## src/rtl/mac_pkg.sv

```systemverilog
// mac_pkg: shared definitions for the MAC round-robin arbiter.
//   state_t            - arbiter FSM state encoding
//   DEF_PACKET_WIDTH   - default data / result word width
package mac_pkg;

    localparam int unsigned DEF_PACKET_WIDTH = 32;

    typedef enum logic [1:0] {
        IDLE  = 2'd0,
        ISSUE = 2'd1,
        WAIT  = 2'd2,
        NEXT  = 2'd3
    } state_t;

endpackage

```

## src/rtl/rr_pick.sv

```systemverilog
// rr_pick: combinational round-robin priority encoder.
//   req_empty  in   per-requester empty flag (a requester is eligible when 0)
//   rr_ptr     in   index searched first; search wraps upward from here
//   gnt        out  first eligible index at or after rr_ptr
//   any_req    out  high when at least one requester is eligible
module rr_pick #(
    parameter int unsigned NUM_REQ = 4
) (
    input  logic [NUM_REQ-1:0]         req_empty,
    input  logic [$clog2(NUM_REQ)-1:0] rr_ptr,
    output logic [$clog2(NUM_REQ)-1:0] gnt,
    output logic                       any_req
);

    localparam int unsigned IW = $clog2(NUM_REQ);

    logic [IW-1:0] idx;

    // NUM_REQ is a power of two, so the index addition wraps by itself.
    always_comb begin
        gnt     = '0;
        any_req = 1'b0;
        idx     = '0;
        for (int unsigned i = 0; i < NUM_REQ; i++) begin
            idx = rr_ptr + IW'(i);
            if (!any_req && !req_empty[idx]) begin
                gnt     = idx;
                any_req = 1'b1;
            end
        end
    end

endmodule

```

## src/rtl/mac_arbiter.sv

```systemverilog
// mac_arbiter: round-robin scheduler sharing one mac_core between NUM_REQ
// requester FIFOs. Each grant issues up to BURST words, one at a time, over
// the MAC's ipbuf_empty / ren_to_ipbuf handshake; results come back tagged
// with the requester id.
//   clk, rst (async, active-low), clr (sync soft clear)
//   req_empty / req_data / req_ren          - requester FIFO heads and pops
//   mac_ipbuf_empty / mac_data_in / mac_ren  - word handshake to mac_core
//   mac_valid / mac_data_out / mac_rst_work  - MAC result and abort
//   res_valid / res_data / res_id            - tagged result stream
//   busy, err_timeout, err_spurious          - status (error flags sticky)
module mac_arbiter
    import mac_pkg::*;
#(
    parameter int unsigned PACKET_WIDTH = DEF_PACKET_WIDTH,
    parameter int unsigned NUM_REQ      = 4,
    parameter int unsigned BURST        = 4,
    parameter int unsigned TIMEOUT      = 8
) (
    input  logic                            clk,
    input  logic                            rst,
    input  logic                            clr,
    input  logic [NUM_REQ-1:0]              req_empty,
    input  logic [NUM_REQ*PACKET_WIDTH-1:0] req_data,
    output logic [NUM_REQ-1:0]              req_ren,
    output logic                            mac_ipbuf_empty,
    output logic [PACKET_WIDTH-1:0]         mac_data_in,
    input  logic                            mac_ren,
    input  logic                            mac_valid,
    input  logic [PACKET_WIDTH-1:0]         mac_data_out,
    output logic                            mac_rst_work,
    output logic                            res_valid,
    output logic [PACKET_WIDTH-1:0]         res_data,
    output logic [$clog2(NUM_REQ)-1:0]      res_id,
    output logic                            busy,
    output logic                            err_timeout,
    output logic                            err_spurious
);

    localparam int unsigned IW = $clog2(NUM_REQ);
    localparam int unsigned BW = $clog2(BURST + 1);
    localparam int unsigned TW = $clog2(TIMEOUT + 1);

    state_t                  state, state_next;
    logic [IW-1:0]           rr_ptr, gnt, pick_gnt;
    logic                    any_req;
    logic [BW-1:0]           beat;
    logic [TW-1:0]           timer;
    logic                    accept, timeout_hit, more;
    logic [PACKET_WIDTH-1:0] req_word [NUM_REQ];

    for (genvar g = 0; g < NUM_REQ; g++) begin : g_unpack
        assign req_word[g] = req_data[g*PACKET_WIDTH +: PACKET_WIDTH];
    end

    rr_pick #(
        .NUM_REQ (NUM_REQ)
    ) u_pick (
        .req_empty (req_empty),
        .rr_ptr    (rr_ptr),
        .gnt       (pick_gnt),
        .any_req   (any_req)
    );

    assign accept      = (state == WAIT) && mac_ren;
    assign timeout_hit = (state == WAIT) && !mac_ren && (timer == TW'(TIMEOUT - 1));
    // The empty flag is only trusted here, one cycle after the pop.
    assign more        = (beat < BW'(BURST)) && !req_empty[gnt];

    always_ff @(posedge clk or negedge rst) begin
        if (!rst) begin
            state <= IDLE;
        end else begin
            state <= state_next;
        end
    end

    always_comb begin
        state_next = state;
        if (clr) begin
            state_next = IDLE;
        end else begin
            unique case (state)
                IDLE:  if (any_req) state_next = ISSUE;
                ISSUE: state_next = WAIT;
                WAIT: begin
                    if (accept)           state_next = NEXT;
                    else if (timeout_hit) state_next = IDLE;
                end
                NEXT:  state_next = more ? ISSUE : IDLE;
                default: state_next = IDLE;
            endcase
        end
    end

    // ipbuf_empty is low only in ISSUE, so the registered MAC samples each
    // word exactly once. The pop is additionally gated by the live empty
    // flag so an empty FIFO is never read.
    always_comb begin
        req_ren         = '0;
        mac_ipbuf_empty = (state != ISSUE);
        mac_rst_work    = clr || timeout_hit;
        busy            = (state != IDLE);
        if (accept && !clr && !req_empty[gnt]) begin
            req_ren[gnt] = 1'b1;
        end
    end

    always_ff @(posedge clk or negedge rst) begin
        if (!rst) begin
            rr_ptr       <= '0;
            gnt          <= '0;
            beat         <= '0;
            timer        <= '0;
            mac_data_in  <= '0;
            res_valid    <= 1'b0;
            res_data     <= '0;
            res_id       <= '0;
            err_timeout  <= 1'b0;
            err_spurious <= 1'b0;
        end else begin
            res_valid <= 1'b0;
            if (clr) begin
                rr_ptr       <= '0;
                beat         <= '0;
                timer        <= '0;
                err_timeout  <= 1'b0;
                err_spurious <= 1'b0;
            end else begin
                if (mac_valid && (state != WAIT)) begin
                    err_spurious <= 1'b1;
                end
                case (state)
                    IDLE: begin
                        if (any_req) begin
                            gnt         <= pick_gnt;
                            mac_data_in <= req_word[pick_gnt];
                            beat        <= '0;
                        end
                    end
                    ISSUE: timer <= '0;
                    WAIT: begin
                        if (accept) begin
                            res_valid <= 1'b1;
                            res_data  <= mac_data_out;
                            res_id    <= gnt;
                            beat      <= beat + BW'(1);
                        end else if (timeout_hit) begin
                            err_timeout <= 1'b1;
                            rr_ptr      <= gnt + IW'(1);
                        end else begin
                            timer <= timer + TW'(1);
                        end
                    end
                    NEXT: begin
                        if (more) begin
                            mac_data_in <= req_word[gnt];
                        end else begin
                            rr_ptr <= gnt + IW'(1);
                        end
                    end
                    default: ;
                endcase
            end
        end
    end

endmodule

```

## config.mk

```make
export PLATFORM = sky130hd
export DESIGN_NAME = mac_arbiter
export DESIGN_NICKNAME = d
export VERILOG_FILES = /design/src/rtl/mac_pkg.sv /design/src/rtl/rr_pick.sv /design/src/rtl/mac_arbiter.sv
export SDC_FILE = /design/constraint.sdc
export NUM_CORES = 1
export LEC_CHECK = 0
export ABC_AREA = 0
export CORE_MARGIN = 8
export CORE_UTILIZATION = 44
export CTS_CLUSTER_SIZE = 24
export DETAILED_ROUTE_END_ITERATION = 12
export HOLD_SLACK_MARGIN = 0.05
export PLACE_DENSITY = 0.82
export SETUP_SLACK_MARGIN = 0.2
export SYNTH_ARGS = -nofsm -noshare
export SYNTH_HDL_FRONTEND = slang
export SYNTH_SLANG_ARGS = --single-unit
```

## constraint.sdc

```tcl
create_clock -name clk -period 3.2 [get_ports clk]
set_clock_uncertainty 0.15 [all_clocks]
set_input_delay 0.64 -clock clk [delete_from_list [all_inputs] [get_ports clk]]
set_output_delay 0.64 -clock clk [all_outputs]
set_load 0.05 [all_outputs]
```

* Word-level counts from Yosys, hierarchy flattened
Cells that the tools add are included.
** Word-level totals
- Output and inout bits :: 76
- Register bits :: 82
- Word-level logic and storage cells :: 140
** Operators by class
- Multiplexer cells :: 58
- $lt $le $gt $ge :: 9
- Bitwise logic cells :: 3
- Eq/ne operators :: 16
- $add $sub $neg :: 6
- Reductions and logical operators :: 37
** Operator list (number)
- $mux W32 :: 6
- $bmux W32 S2 :: 2
- $pmux W32 S2 :: 1
- $mux W2 :: 12
- $mux W1 :: 20
- $ne A3 B3 Y1 const B :: 6
- $mux W4 :: 4
- $lt A2 B3 Y1 const B :: 5
- $reduce_and A3 Y1 :: 5
- $logic_and A1 B1 Y1 :: 11
- $bmux W1 S2 :: 5
- $reduce_bool A2 Y1 :: 5
- $mux W3 :: 3
- $reduce_bool A3 Y1 :: 3
- $logic_not A1 Y1 :: 8
- $ne A2 B2 Y1 const B :: 4
- $pmux W2 S4 :: 1
- $pmux W4 S2 :: 1
- $reduce_and A4 Y1 :: 2
- $ge A3 B3 Y1 const B :: 2
- $not A2 Y3 :: 2
- $pmux W3 S2 :: 1
- $add A2 B1 Y2 const B :: 2
- $add A2 B2 Y2 const B :: 2
- other kinds (15) :: 16

* Logic depth before layout (Yosys ltp)
Gate-level depths: netlist of run 1.
- Word-level depth :: 18
- Depth in mapped cells :: 9
- Depth with buffers taken out :: 7

* Hierarchy
A second synthesis of run 1 with hierarchy kept.
** Second synthesis, totals
- Cells, all modules :: 450
- Area, all modules :: 5612.9 um^2
** By module, submodules not included
- mac_arbiter :: instances 1, area each 5522.8 um^2, cells an instance 440
- rr_pick :: instances 1, area each 90.1 um^2, cells an instance 10

* Worst setup path before layout of run 1
Ideal clock, no wire load.
- Path kind :: register -> output
- From :: reg state[0]
- To :: out req_ren[0]
- Slack :: 0.413 ns
- Stages on the path, launching flop included :: 10
- Path buffers :: 2
- Arrival time :: 1.997 ns
- Cell sequence :: dfrtp_1 > inv_1 > ha_1 > inv_1 > nor2_1 > nand2_1 > buf_2 > buf_1 > nor2_1 > and2_1
** On the way
- Longest elaborated chain between the ends :: 5
** RTL lines
- from (decl) :: RTL line mac_arbiter.sv:43 : state_t state, state_next;
- from (signal assigned) :: RTL line mac_arbiter.sv:73 : state <= state_next;
- $eq A2 B2 Y1 :: RTL line mac_arbiter.sv:64 : assign accept = (state == WAIT) && mac_ren;
- $logic_and A1 B1 Y1 :: RTL line mac_arbiter.sv:64
- $logic_and A1 B1 Y1 (2 in series) :: RTL line mac_arbiter.sv:103 : if (accept && !clr && !req_empty[gnt]) begin
- $mux W4 :: RTL line mac_arbiter.sv:103
- to (decl) :: RTL line mac_arbiter.sv:24 : output logic [NUM_REQ-1:0] req_ren,
Every way passes these cells.

* Final worst setup path of run 1
- From :: in req_empty[0]
- To :: out req_ren[1]
** On the way
- Longest elaborated chain between the ends :: 5
** RTL lines
- from (decl) :: RTL line mac_arbiter.sv:22 : input logic [NUM_REQ-1:0] req_empty,
- $bmux W1 S2 :: RTL line mac_arbiter.sv:103
- $mux W1 (not written as such) :: RTL line mac_arbiter.sv:103
- $logic_not A1 Y1 :: RTL line mac_arbiter.sv:103
- $logic_and A1 B1 Y1 :: RTL line mac_arbiter.sv:103
- $mux W4 :: RTL line mac_arbiter.sv:103
Every way passes these cells. The select of a mux whose other input is x is not followed.

==> results, run 1 <==
- The final layout contains routed wiring with a total length of 21200 um.
- After detailed routing, the number of remaining DRC violations is 0.
- The wire length of the first global-routing pass is 32800 um.
- Power comes to 7.03 mW.
- The arrival time at the worst endpoint is 2.14 ns.
- The number of violations reported at the end of detailed-routing iteration 0 is 532.
- The final critical path takes up 91.7% of the cycle.
- The depth of the worst register-to-register path is 6.
- The most common cell after layout, fill and taps aside is clkdlybuf4s50_1.
- Across the run, the number of max-cap violations was 0.
- After detailed routing, the average wire length per cell comes to 22.6 um.
- The share of layout cells above drive strength 1 is 19.9%.
- The via count of the first global-routing pass is 6016.
- The number of buffer and inverter instances along the worst setup path is 2.
- The synthesized area per cell is 10.9 um2.
- In this run the tightest slew margin relative to its limit is 51.3%.
- The critical path crosses 5 cells after its start point.
- The maximum level of the CTS H-tree is 3.
- The cell at the root of the clock tree is clkbuf_16.
- Counting along the longest clock path gives a buffer depth of 2.
- The worst endpoint required time is 2.41 ns.
- The initial core utilization is 44.5%.
- The type of destination of the critical path is a primary output.
- After clock tree synthesis, the clock-pin slew on the worst setup and hold paths is 0.07 ns.
- The type of origin of the critical path is a primary input.
- The placed cell count is 918.
- The count of pins on the block boundary is 245.
- The HPWL after detailed placement is 15500 um.
- The reported leakage power is 3.46 nW.
- The synthesized design spends more area on one cell type than any other, namely dfrtp_1.
- The post-route non-filler standard cell count is 938.
- Compared with the post-synthesis result, the final layout area differs by 52.1%.
- The power per unit of standard cell area is 797 nW/um2.
- In the final design database the tool counted 937 nets.
- The gate count of the mapped netlist is 530.
- The worst register-to-register path begins at state[1].
- After synthesis the cells add up to 5800 um2.
- The setup path with the least slack is of type in -> out.
- The Yosys warning count is 0.
- The top cell type's share of synthesized area is 35.4%.
- At the later pin of the worst-skew pair, clock insertion delay measures 0.35 ns.
- Setup violations remaining at the end of the flow were counted as 0.
- For this run the aggregate overflow at the end of global routing stands at 0.
- For this design, the slowest cell found on the critical path is mux4_2.
- The reg2reg setup slack is 0.52 ns.
- The fmax is 0.341 GHz.
- The number of hold buffers added after CTS was 0.
- Entering global routing, the biggest net connects 65 pins.
- The CTS buffer count is 9.
- The maximum vdd ir drop is 823 uV.
- The number of antenna violations at the first check in global routing is 0.
- Setup repair after global routing left no endpoint under its margin.
- The post-route antenna net violation count is 0.
- The die covers 17100 um2.
- The floorplan has 42 rows.
- After layout, the minimum clock period comes to 2.93 ns.
- The number of antenna diodes in the final layout is 0.
- In this run the tool buffered the top-level ports with 244 buffer cells.
- The overall fraction of global-route tracks in use is 24.7%.
- The number of failing hold endpoints at the final stage came to 0.
- The delay contributed by the slowest stage of the critical path is 0.52 ns.
- In the layout the commonest cells are clkdlybuf4s50_1 (234), dfrtp_1 (80), a211oi_1 (65).
- From bottom edge to top edge, the die measures 131 um.
- The sequential area share after synthesis is 35.4%.
- The distinct cell type count of the synthesized netlist is 43.
- After routing, the total negative slack on setup checks comes to 0 ns.
- The detail-routed via count per cell is 6.02.
- The signal on the critical path passes through clkdlybuf4s50_1 > mux4_2 > nor2_2 > and2_1 > buf_12.
- The die boundary width is 131 um.
- The count of vias placed by the detailed router is 5646.
- The global placement routability congestion is 0.860.
- The setup slack at placement is 0.146 ns.
- The number of sinks driven by the clock tree is 82.
- In the post-synthesis netlist, the biggest area contributors are dfrtp_1 (35%), mux4_2 (13%), a211oi_1 (8.4%).
- The core region is 13000 um2.
- The number of synthesized register bits is 82.
- The capture point of the worst reg-to-reg path is mac_data_in[2].
- The total nets after synthesis is 710.
- TritonCTS built the clock tree.
- Before antenna repair, the detailed router went through 5 iterations.
- In the post-route analysis, the smallest setup slack over all paths is 0.267 ns.
- The actual slew at the worst max-slew pin is 0.726 ns.
- Across all hold checks on the routed design, the worst slack comes to 0.184 ns.
- The gate family responsible for the most delay along the worst path is buffers and inverters.
- The biggest fanout along the worst timing path is 6.
- The max-slew violation total from the final report is 0.
- The type of the most critical hold path is in -> async.
- The run finished with clean final reports.
report_power, final:
group          internal (mW)  switching [mW]
registers               1.46           0.260
logic                   1.67            2.53
clock network          0.630           0.492
through the flow:
| step | cell area, um2 | utilization (%) |
|---|---|---|
| finish | 8820 | 67.7 |
| detailed placement | 8440 | 64.8 |
| global placement | 8440 | 64.8 |
| global route | 8820 | 67.7 |
| CTS | 8770 | 67.3 |
| floorplan | 5800 | - |
timing repair:
| action | in CTS | in global routing |
|---|---|---|
| buffers inserted | 1 | 3 |
| endpoints found under the setup margin | 4 | 4 |
| resized for setup | 1 | 9 |
worst max path at each step:
stage	startpoint	to	slack [ns]
6_report	req_empty[0]	req_ren[1]	0.27
5_1_grt	req_empty[0]	req_ren[3]	0.21
4_1_cts	state[0]	req_ren[1]	0.23
3_5_place_dp	req_empty[1]	req_ren[1]	0.15
3_3_place_gp	req_empty[3]	req_ren[3]	0.22
2_1_floorplan	state[0]	req_ren[0]	0.41
state kept, by name, summed over array words and instances (netlist names):
| register | cells |
|---|---|
| res_valid | 1 |
| mac_data_in | 32 |
| gnt | 2 |
| err_spurious | 1 |
| rr_ptr | 2 |
| res_data | 32 |
| err_timeout | 1 |
| state | 2 |
| timer | 4 |
| res_id | 2 |
| beat | 3 |
routing by layer:
layer  track usage [%]  routed length [um]
met1              29.3                7990
met2              40.5               10200
met3              7.31                2150
met4              11.7                 802
met5                 0                   0
cell type report:
| cell class | instances | area [um2] |
|---|---|---|
| Inverter | 11 | 45.0 |
| Clock buffer | 9 | 225 |
| Tap cell | 176 | 220 |
| Fill cell | 1011 | 4210 |
| Sequential cell | 82 | 2050 |
| Timing Repair Buffer | 266 | 2700 |
| Multi-Input combinational cell | 387 | 3480 |
| Clock inverter | 7 | 92.6 |
cell usage after synthesis:
cell type / n
mux2_2: 33
a221oi_1: 3
a2bb2oi_1: 1
dfrtp_1: 82
nand4_1: 1
inv_1: 10
clkinv_1: 1
nor2_1: 41
or2_2: 1
o221a_2: 1
and3b_1: 1
o211ai_4: 1
mux4_2: 33
buf_2: 21
and2_1: 5
or2_1: 2
buf_1: 2
o31ai_1: 2
nor2_4: 1
o31a_1: 2
nand2b_1: 6
mux2i_1: 1
nor3_1: 1
clkbuf_1: 23
ha_1: 11
nor2b_1: 1
nand2_1: 47
nor3b_1: 64
a211oi_1: 65
a21o_1: 1
o21ai_1: 4
nand3_1: 2
buf_6: 4
or4b_1: 2
a21boi_1: 1
and4bb_1: 1
o21ai_0: 8
a21oi_1: 7
a22oi_1: 1
o41ai_1: 4
o22ai_1: 1
or3_1: 3
o41ai_2: 28
cell families after synthesis:
family,synth area share (%)
AOI/OAI and AO/OA,20.7
DFF,35.4
muxes,19.4
buffers and inverters,4.92
adders and majority gates,2.37
and+or+nand+nor,17.2
(Power assumes the default switching activity.)
==> run 2, diff against run 1 <==
CORE_UTILIZATION = 47   (was 44)
PLACE_DENSITY = 0.87   (was 0.82)
clock period = 3.7 ns   (was 3.2 ns; I/O delays follow)
==> run 2 against run 1 <==
Net effect:
- non-clock buffer count shrank 6
- cell count shrank 3.7%
- count of clock-buffer cells in the layout is the same
- utilization grew 4.4 points
- routed wire length is essentially flat
- combinational power shrank 15%
- critical path type unchanged
- global-route usage grew 0.88 points
- register-to-register slack gained 0.38 ns
- via count grew 0.96%
- die area shrank 5.6%
- design area shrank 1.8%
==> results, run 2 (synthesis gave the netlist of run 1 again) <==
- The delay contributed by the slowest stage of the critical path came to 0.57 ns (+0.05 ns).
- The actual slew at the worst max-slew pin is 1.10 ns (+0.378 ns).
- In this run the clock root is driven by a clkbuf_16.
- The worst hold path belongs to the class in -> async.
- The start of the worst register-to-register path is state[1].
- The filler cell count is 859 (-15%).
- The biggest fanout along the worst timing path is 7 (+1).
- The switching power as a share of total power came to 47.5% (+0.84 points).
- The count of vias placed by the detailed router came to 5700 (+0.96%).
- The count of pins on the block boundary is 245 (unchanged).
- The die area is 16100 um2 (-5.6%).
- Tracing the worst setup path back leads to its startpoint at req_empty[3].
- The clock slew seen by the registers of the worst setup and hold paths is 0.07 ns (about the same).
- The final standard cell utilization of the core was 72.1% (+4.4 points).
- The max-slew violation total from the final report is 0 (unchanged).
- The worst setup path category is in -> out.
- The fmax is 0.301 GHz.
- The reg2reg setup slack is 0.90 ns (+0.38 ns).
- The clock latency on the worst-skew pair was 0.34 ns (about the same).
- The share of power burned in combinational logic is 59.5% (about the same).
- The area growth from synthesis to layout is 49.4%.
- The via count of the first global-routing pass is 6013 (-0.050%).
- The final net count is 931 (-0.64%).
- The cell-internal power is 3.15 mW (-16%).
- Setup repair after global routing left no endpoint under its margin.
- The summed negative setup slack over all endpoints was 0 ns (unchanged).
- The depth of the worst register-to-register path came to 5 (-1).
- TritonCTS built the clock tree.
- The DRC violation count after routing came to 0 (unchanged).
- The final setup violation count is 0 (unchanged).
- The slowest cell on the critical path is mux4_2.
- The initial core utilization is 48.3% (+3.8 points).
- The worst register-to-register path ends at mac_data_in[4].
- The switching power summed over all nets is 2.85 mW (-13%).
- The number of buffers inserted by hold repair at cts came to 0 (unchanged).
- The timing endpoint of the critical path is req_ren[1].
- The combined flip-flop and latch cell area is 2050 um2 (unchanged).
- The signal on the critical path passes through clkdlybuf4s50_1 > mux4_2 > nor2_1 > and2_1 > buf_12.
- The number of buffers inserted by post-CTS setup repair is 0 (-1).
- The maximum level of the CTS H-tree is 3 (unchanged).
- The run finished with clean final reports.
- Leaving out fill and tap cells, the most frequent cell in the layout is clkdlybuf4s50_1.
- The number of iterations in the first detailed-routing pass was 5 (unchanged).
- The post-cts repair resize count is 0 (-1).
- The number of antenna violations at the first check in global routing is 0 (unchanged).
- The arrival time at the worst endpoint is 2.43 ns (+0.29 ns).
- The worst slew slack as a fraction of its limit is 26.1% (-25 points).
- The power per unit of standard cell area is 692 nW/um2 (-13%).
- The share of layout cells above drive strength 1 came to 18.7% (-1.3 points).
- The number of sinks driven by the clock tree is 82 (unchanged).
- The CTS buffer count is 9 (unchanged).
- The area taken by multi-input logic gates is 3470 um2 (-0.29%).
- The height of the die came to 127 um (-2.8%).
- The post-route antenna net violation count is 0 (unchanged).
- The detailed-route wire length per cell is 23.4 um (+3.8%).
- The total global routing overflow is 0 (unchanged).
- The clock share of power is 15.3% (-0.7 points).
- The reported leakage power was 3.38 nW (-2.5%).
- The portion of total power attributed to sequential cells is 25.2% (+0.8 points).
- The minimum clock period is 3.32 ns.
- The number of buffers on the longest clock path is 2 (unchanged).
- The total detailed-routing wirelength is 21200 um (about the same).
- The worst endpoint required time is 2.81 ns (+0.40 ns).
- The worst setup path is launched from a primary input.
- The final worst-path cycle share is 89.7%.
- The maximum number of pins on one net before global-route repair is 65 (unchanged).
- The number of rows in the core area is 40 (-4.8%).
- The detail-routed via count per cell came to 6.31 (+4.9%).
- The overall fraction of global-route tracks in use is 25.6% (+0.88 points).
- The wire length of the first global-routing pass is 33000 um (+0.44%).
- The number of failing hold endpoints at the final stage is 0 (unchanged).
- The area of the core region is 12000 um2 (-7.8%).
- The global placement routability congestion is 0.904 (+5.2%).
- The antenna diode count is 0 (unchanged).
- The maximum vdd ir drop is 655 uV (-20%).
- In the layout the commonest cells are clkdlybuf4s50_1 (238), dfrtp_1 (80), a211oi_1 (65).
- The type of destination of the critical path is a primary output.
- The half-perimeter wire length after placement is 15500 um (about the same).
- The number of violations reported at the end of detailed-routing iteration 0 is 648 (+22%).
- The quantity of I/O buffers inserted on ports is 244 (unchanged).
- The largest registers in the layout are mac_data_in x32, res_data x32, timer x4.
- The die boundary width is 127 um (-2.8%).
- The count of max-cap constraint violations was 0 (unchanged).
run 2: final cells by class:
class | count | share of cell area [%]
multi-input combinational | 387 | 40.1
timing repair buffer | 260 | 30.1
sequential | 82 | 23.7
clock buffer | 9 | 2.60
tap | 147 | 2.12
clock inverter | 7 | 0.881
inverter | 11 | 0.477
run 2: layer usage:
layer  routed length (um)  up-vias  global-route usage, %
met1                 8270     2813                   31.0
met2                10500      349                   43.5
met4                  542        0                   8.12
met3                 1870       44                   6.86
met5                    0        -                      0
li1                     -     2494                      -
run 2: metrics by stage:
stage / cell area, um2 / cells / hold WS [ns] / setup WS, ns / power, mW
floorplan: 5800 / 530 / 0.294 / 0.813 / 3.84
global placement: 8360 / 887 / 0.305 / 0.410 / 5.01
detailed placement: 8360 / 887 / 0.319 / 0.349 / 5.10
CTS: 8660 / 903 / 0.218 / 0.353 / 6.04
global route: 8660 / 903 / 0.234 / 0.282 / 6.24
finish: 8660 / 903 / 0.204 / 0.381 / 6.00
run 2: how the worst min path moves through the flow:
stage | cells past startpoint | endpoint | slack, ns | from
global placement | 2 | mac_data_in[3] | 0.31 | mac_data_in[3]
finish | 1 | res_data[18] | 0.20 | rst
CTS | 1 | res_data[22] | 0.22 | rst
detailed placement | 2 | mac_data_in[18] | 0.32 | mac_data_in[18]
global route | 1 | res_data[18] | 0.23 | rst
floorplan | 0 | beat[0] | 0.29 | rst
run 2: power groups by stage:
stage | combinational [mW] | sequential [mW] | clock [mW]
finish | 3.57 | 1.51 | 0.919
CTS | 3.59 | 1.51 | 0.938
floorplan | 1.13 | 2.70 | 0
global route | 3.71 | 1.56 | 0.970
detailed placement | 3.57 | 1.53 | 0
global placement | 3.51 | 1.50 | 0
run 2: critical path: cells and delay by family:
| kind | cells | cell delay, ns |
|---|---|---|
| buf+inv | 2 | 0.65 |
| simple gates | 2 | 0.47 |
| mux | 1 | 0.57 |
==> variant 1: new RTL, config.mk and constraints of run 1 <==
Make the reset (`rst`) synchronous in 2 clocked blocks. Comments in the files are not updated.
--- a/src/rtl/mac_arbiter.sv
+++ b/src/rtl/mac_arbiter.sv
@@ -66,7 +66,7 @@
     // The empty flag is only trusted here, one cycle after the pop.
     assign more        = (beat < BW'(BURST)) && !req_empty[gnt];
 
-    always_ff @(posedge clk or negedge rst) begin
+    always_ff @(posedge clk) begin
         if (!rst) begin
             state <= IDLE;
         end else begin
@@ -105,7 +105,7 @@
         end
     end
 
-    always_ff @(posedge clk or negedge rst) begin
+    always_ff @(posedge clk) begin
         if (!rst) begin
             rr_ptr       <= '0;
             gnt          <= '0;
Formal check against the unedited RTL: differs if rst is asserted again (counterexample within 4 cycles, from zero or initial values and one cycle with rst low); with rst held inactive, the same outputs for 4 cycles.
==> variant 1 against run 1 <==
  * Sequential cell count is the same
  * Core utilization grew 4.2 points
  * Cell area down 6.2%
  * Sequential share of layout area decreased by 3.4 points
  * Via count shrank 8.1%
  * Wire length is 9.1% lower
  * Non-clock buffer count decreased by 3
  * Register-to-register slack better by 0.36 ns
  * Area after synthesis decreased by 9.9%
  * Worst setup slack better by 0.029 ns
  * Die area is 8.8% lower
  * Critical path type unchanged
  * Largest cell class unchanged
  * Highest routed layer unchanged
Power is not compared: it rests on default switching activity, and its combinational part moved more than twofold at a synthesized area within 25%.
==> variant 1: results (changes against run 1) <==
- The routed wire length per instance is 21.22 µm (was 22.59 µm).
- The met3 usage came to 7.990% (was 7.305%).
- The top fanout value on the critical path is 4 (was 6).
- Dominant cells by area after synthesis: sky130_fd_sc_hd__dfxtp_1, sky130_fd_sc_hd__mux4_2, sky130_fd_sc_hd__mux2i_1 (was sky130_fd_sc_hd__dfrtp_1, sky130_fd_sc_hd__mux4_2, sky130_fd_sc_hd__a211oi_1).
- The sum of met2 wire segment lengths after detailed routing is 9.080 mm (was 10.25 mm).
- The number of multi-input combinational cells in the layout is 391 (was 387).
- The async set or reset register ratio after synthesis is 0% (was 100.0%).
- The number of nets at the end of the flow is 940 (was 937).
- The normalized max-slew margin was 42.70% (was 51.31%).
- The violation count after the first detailed-route iteration is 343 (was 532).
- The largest net degree at the start of global routing is 38 (was 65).
- The wire length on met1 is 7.801 mm (was 7.985 mm).
- The ratio of routed vias to standard cells is 5.715 (was 6.019).
- The footprint of the multi-input gates is 3358 µm² (was 3483 µm²).
- The post-placement cell area is 7930 µm² (was 8444 µm²).
- The number of library cell types mapped by synthesis was 41 (was 43).
- The overall global routing resource usage came to 23.88% (was 24.72%).
- The global-route track usage on met1 was 27.96% (was 29.33%).
- Status: completed (unchanged).
- The clock network area share came to 4.080% (was 3.602%).
- The worst setup slack after placement came to 0.1794 ns (was 0.1461 ns).
- The non-clock inverter total of the final layout is 13 (was 11).
- The final-layout clock buffer total was 11 (was 9).
- The post-synthesis net count is 707 (was 710).
- The endpoint arrival time on the critical path is 2.11 ns (was 2.14 ns).
- The routing usage on met2 is 39.48% (was 40.47%).
- The instance count of the mapped netlist was 527 (was 530).
- The final non-filler cell total is 908 (was 938).
- The count of instances resized after the clock tree is built is 3 (was 1).
- The register cell area after layout is 1644 µm² (was 2054 µm²).
- The buffering overhead is 32.76% (was 30.63%).
variant 1: changes by cell type in the layout (fill, tap and decap cells not counted), moves of 5 or more:
cell	change
sky130_fd_sc_hd__dfrtp_1	-80
sky130_fd_sc_hd__a22oi_1	+31
sky130_fd_sc_hd__o21ai_1	+11
sky130_fd_sc_hd__nor3b_1	-62
sky130_fd_sc_hd__mux2i_1	+68
sky130_fd_sc_hd__nand2_1	+27
sky130_fd_sc_hd__o41ai_2	-28
sky130_fd_sc_hd__nor2_1	-22
sky130_fd_sc_hd__a211oi_1	-62
sky130_fd_sc_hd__inv_1	+5
sky130_fd_sc_hd__buf_4	-7
sky130_fd_sc_hd__o21ai_0	+16
sky130_fd_sc_hd__a21boi_0	+36
sky130_fd_sc_hd__dfxtp_1	+80
variant 1: worst max-delay path, cell delays in order:
cell	delay [ns]
sky130_fd_sc_hd__clkdlybuf4s50_1	0.42
sky130_fd_sc_hd__mux4_2	0.51
sky130_fd_sc_hd__nor2_1	0.11
sky130_fd_sc_hd__buf_4	0.15
sky130_fd_sc_hd__and2_4	0.16
sky130_fd_sc_hd__buf_12	0.13
variant 1: cells by family (layout without fill, tap and decap cells):
family | after synthesis | count (layout) | synth area share, %
muxes | 134 | 134 | 34.36
AOI/OAI and AO/OA | 126 | 126 | 16.08
and+or+nand+nor | 119 | 119 | 10.33
DFF | 82 | 82 | 31.43
buffers and inverters | 54 | 292 | 5.007
adders and majority gates | 11 | 11 | 2.635
xor gates and xnor gates | 1 | 1 | 0.1677
variant 1: final timing paths:
kind | endpoint | from | cells after the start | slack, ns
worst max-delay path | req_ren[1] | req_empty[1] | 6 | 0.30
worst max register to register | state[1] | state[0] | 8 | 0.88
worst min-delay path | mac_data_in[12] | mac_data_in[12] | 2 | 0.31
worst min register to register | mac_data_in[12] | mac_data_in[12] | 2 | 0.31
==> variant 2: new RTL, config.mk and constraints of run 1 <==
Made on the original files. Change the parameter `TIMEOUT` from 8 to 16.
--- a/src/rtl/mac_arbiter.sv
+++ b/src/rtl/mac_arbiter.sv
@@ -14,7 +14,7 @@
     parameter int unsigned PACKET_WIDTH = DEF_PACKET_WIDTH,
     parameter int unsigned NUM_REQ      = 4,
     parameter int unsigned BURST        = 4,
-    parameter int unsigned TIMEOUT      = 8
+    parameter int unsigned TIMEOUT      = 16
 ) (
     input  logic                            clk,
     input  logic                            rst,
Behaviour: not the same (a bounded check fails within 10 cycles, from zero or initial values and one cycle with rst low).
==> variant 2 against run 1 <==
  * Sequential cell count rose by 1
  * Core utilization up 1.6 points
  * Sequential power is 2% higher
  * Die area fell by 1.1%
  * Wire length rose by 1.3%
  * Cell area shrank 0.47%
  * Total power decreased by 0.48%
  * Hold slack lost 0.0054 ns
  * Worst setup slack better by 0.085 ns
  * Area after synthesis is 1.3% lower
  * Largest power group unchanged
  * Highest routed layer unchanged
==> variant 2: results (changes against run 1) <==
- Status: completed (unchanged).
- The cell area after layout came to 8782 µm² (was 8823 µm²).
- The mean post-synth cell area came to 11.03 µm² (was 10.94 µm²).
- The first-pass GRT wire length is 32.97 mm (was 32.84 mm).
- The ratio of routed vias to standard cells is 6.150 (was 6.019).
- The fraction of the mapped netlist area in compound gates was 20.13% (was 20.73%).
- The largest stage delay on the critical path was 0.42 ns (was 0.52 ns).
- The worst setup slack after placement was 0.1825 ns (was 0.1461 ns).
- The post-placement cell area is 8453 µm² (was 8444 µm²).
- The number of buffers inserted to repair setup after CTS is 0 (was 1).
- The startpoint of the most critical register-to-register path is rr_ptr[1] (was state[1]).
- The sequential-to-total area share from yosys stat came to 36.28% (was 35.38%).
- The number of buffers added by the clock tree synthesis step was 9 (unchanged).
- The total half-perimeter wirelength after legalization and detailed placement is 15.89 mm (was 15.46 mm).
- The portion of netlist area occupied by mux cells is 27.86% (was 19.40%).
- The violation count after the first detailed-route iteration came to 589 (was 532).
- Dominant cells by area after synthesis: sky130_fd_sc_hd__dfrtp_1, sky130_fd_sc_hd__mux4_2, sky130_fd_sc_hd__mux2_4 (was sky130_fd_sc_hd__dfrtp_1, sky130_fd_sc_hd__mux4_2, sky130_fd_sc_hd__a211oi_1).
- The number of iterations in the first detailed-routing pass is 7 (was 5).
- The total wire length after detailed routing is 21.46 mm (was 21.19 mm).
- The insertion delay to the later sink of the worst-skew pair is 0.35 ns (about the same).
- The H-tree level count is 3 (unchanged).
- The sum of met2 wire segment lengths after detailed routing came to 10.95 mm (was 10.25 mm).
- The largest net degree at the start of global routing is 55 (was 65).
- The layout filler cell count is 938 (was 1011).
- The overall global routing resource usage was 25.20% (was 24.72%).
- The routed wire length per instance is 23.15 µm (was 22.59 µm).
- The cell-internal power was 3.843 mW (was 3.755 mW).
- The leakage power total is 3.419 nW (was 3.465 nW).
- The wire length on met1 is 7.690 mm (was 7.985 mm).
- The number of nets at the end of the flow is 931 (was 937).
- The share of layout cells above drive strength 1 is 21.46% (was 19.95%).
- The number of library cell types mapped by synthesis is 41 (was 43).
- The amount of wire on met3 after detailed routing is 2.062 mm (was 2.152 mm).
- Registers with the highest flip-flop counts: mac_data_in: 32 flops, res_data: 32 flops, timer: 5 flops (was mac_data_in: 32 flops, res_data: 32 flops, timer: 4 flops).
- The placed instance count came to 911 (was 918).
- The endpoint arrival time on the critical path is 2.06 ns (was 2.14 ns).
- The first element of the critical path is timer[0] (was req_empty[0]).
- The top cell family by delay on the critical path is simple AND/OR/NAND/NOR gates (was buffers and inverters).
- The normalized max-slew margin came to 42.38% (was 51.31%).
- The top fanout value on the critical path is 4 (was 6).
- The weighted congestion at the end of routability-driven global placement was 0.9276 (was 0.8600).
-- variant 2: changes by cell type after synthesis, moves of 30 or more --
cell | before | now
sky130_fd_sc_hd__o21ai_0 | 8 | 42
sky130_fd_sc_hd__a31oi_1 | 0 | 64
sky130_fd_sc_hd__nor2_1 | 41 | 11
sky130_fd_sc_hd__nand2_1 | 47 | 16
sky130_fd_sc_hd__nor2b_1 | 1 | 34
sky130_fd_sc_hd__a32oi_1 | 0 | 32
sky130_fd_sc_hd__nor3b_1 | 64 | 1
sky130_fd_sc_hd__a211oi_1 | 65 | 4
sky130_fd_sc_hd__mux2_4 | 0 | 30
-- variant 2: cell type report --
type                    instances  area share, %
well taps                     172          2.450
repair buffers                269          30.63
clock buffers                  11          2.878
flip-flops and latches         83          23.69
clock inverters                 5         0.6981
inverters                      18         0.7693
multi-input cells             369          38.88
-- variant 2: power by group through the flow --
| stage | Clock (mW) | Sequential [mW] | Combinational, mW |
|---|---|---|---|
| finish | 1.08 | 1.76 | 4.16 |
| global placement | 0 | 1.74 | 4.10 |
| floorplan | 0 | 3.18 | 1.24 |
| detailed placement | 0 | 1.76 | 4.16 |
| CTS | 1.11 | 1.76 | 4.18 |
| global route | 1.14 | 1.81 | 4.33 |
-- variant 2: final timing paths --
| path | end | slack [ns] | depth (start not counted) |
|---|---|---|---|
| worst min-delay path | res_data[18] | 0.18 | 1 |
| worst min register to register | res_id[0] | 0.35 | 2 |
| worst max-delay path | mac_rst_work | 0.35 | 6 |
| worst max register to register | mac_data_in[16] | 0.58 | 6 |
| min in group clk | res_id[0] | 0.35 | 2 |
| max in group asynchronous | mac_data_in[5] | 2.05 | 2 |
-- variant 2: metal layers --
metal  vias to the layer above  track usage (%)
li1                       2479                -
met3                        60            5.549
met5                         -                0
met1                      2818            29.37
met2                       344            42.93
met4                         0            12.70
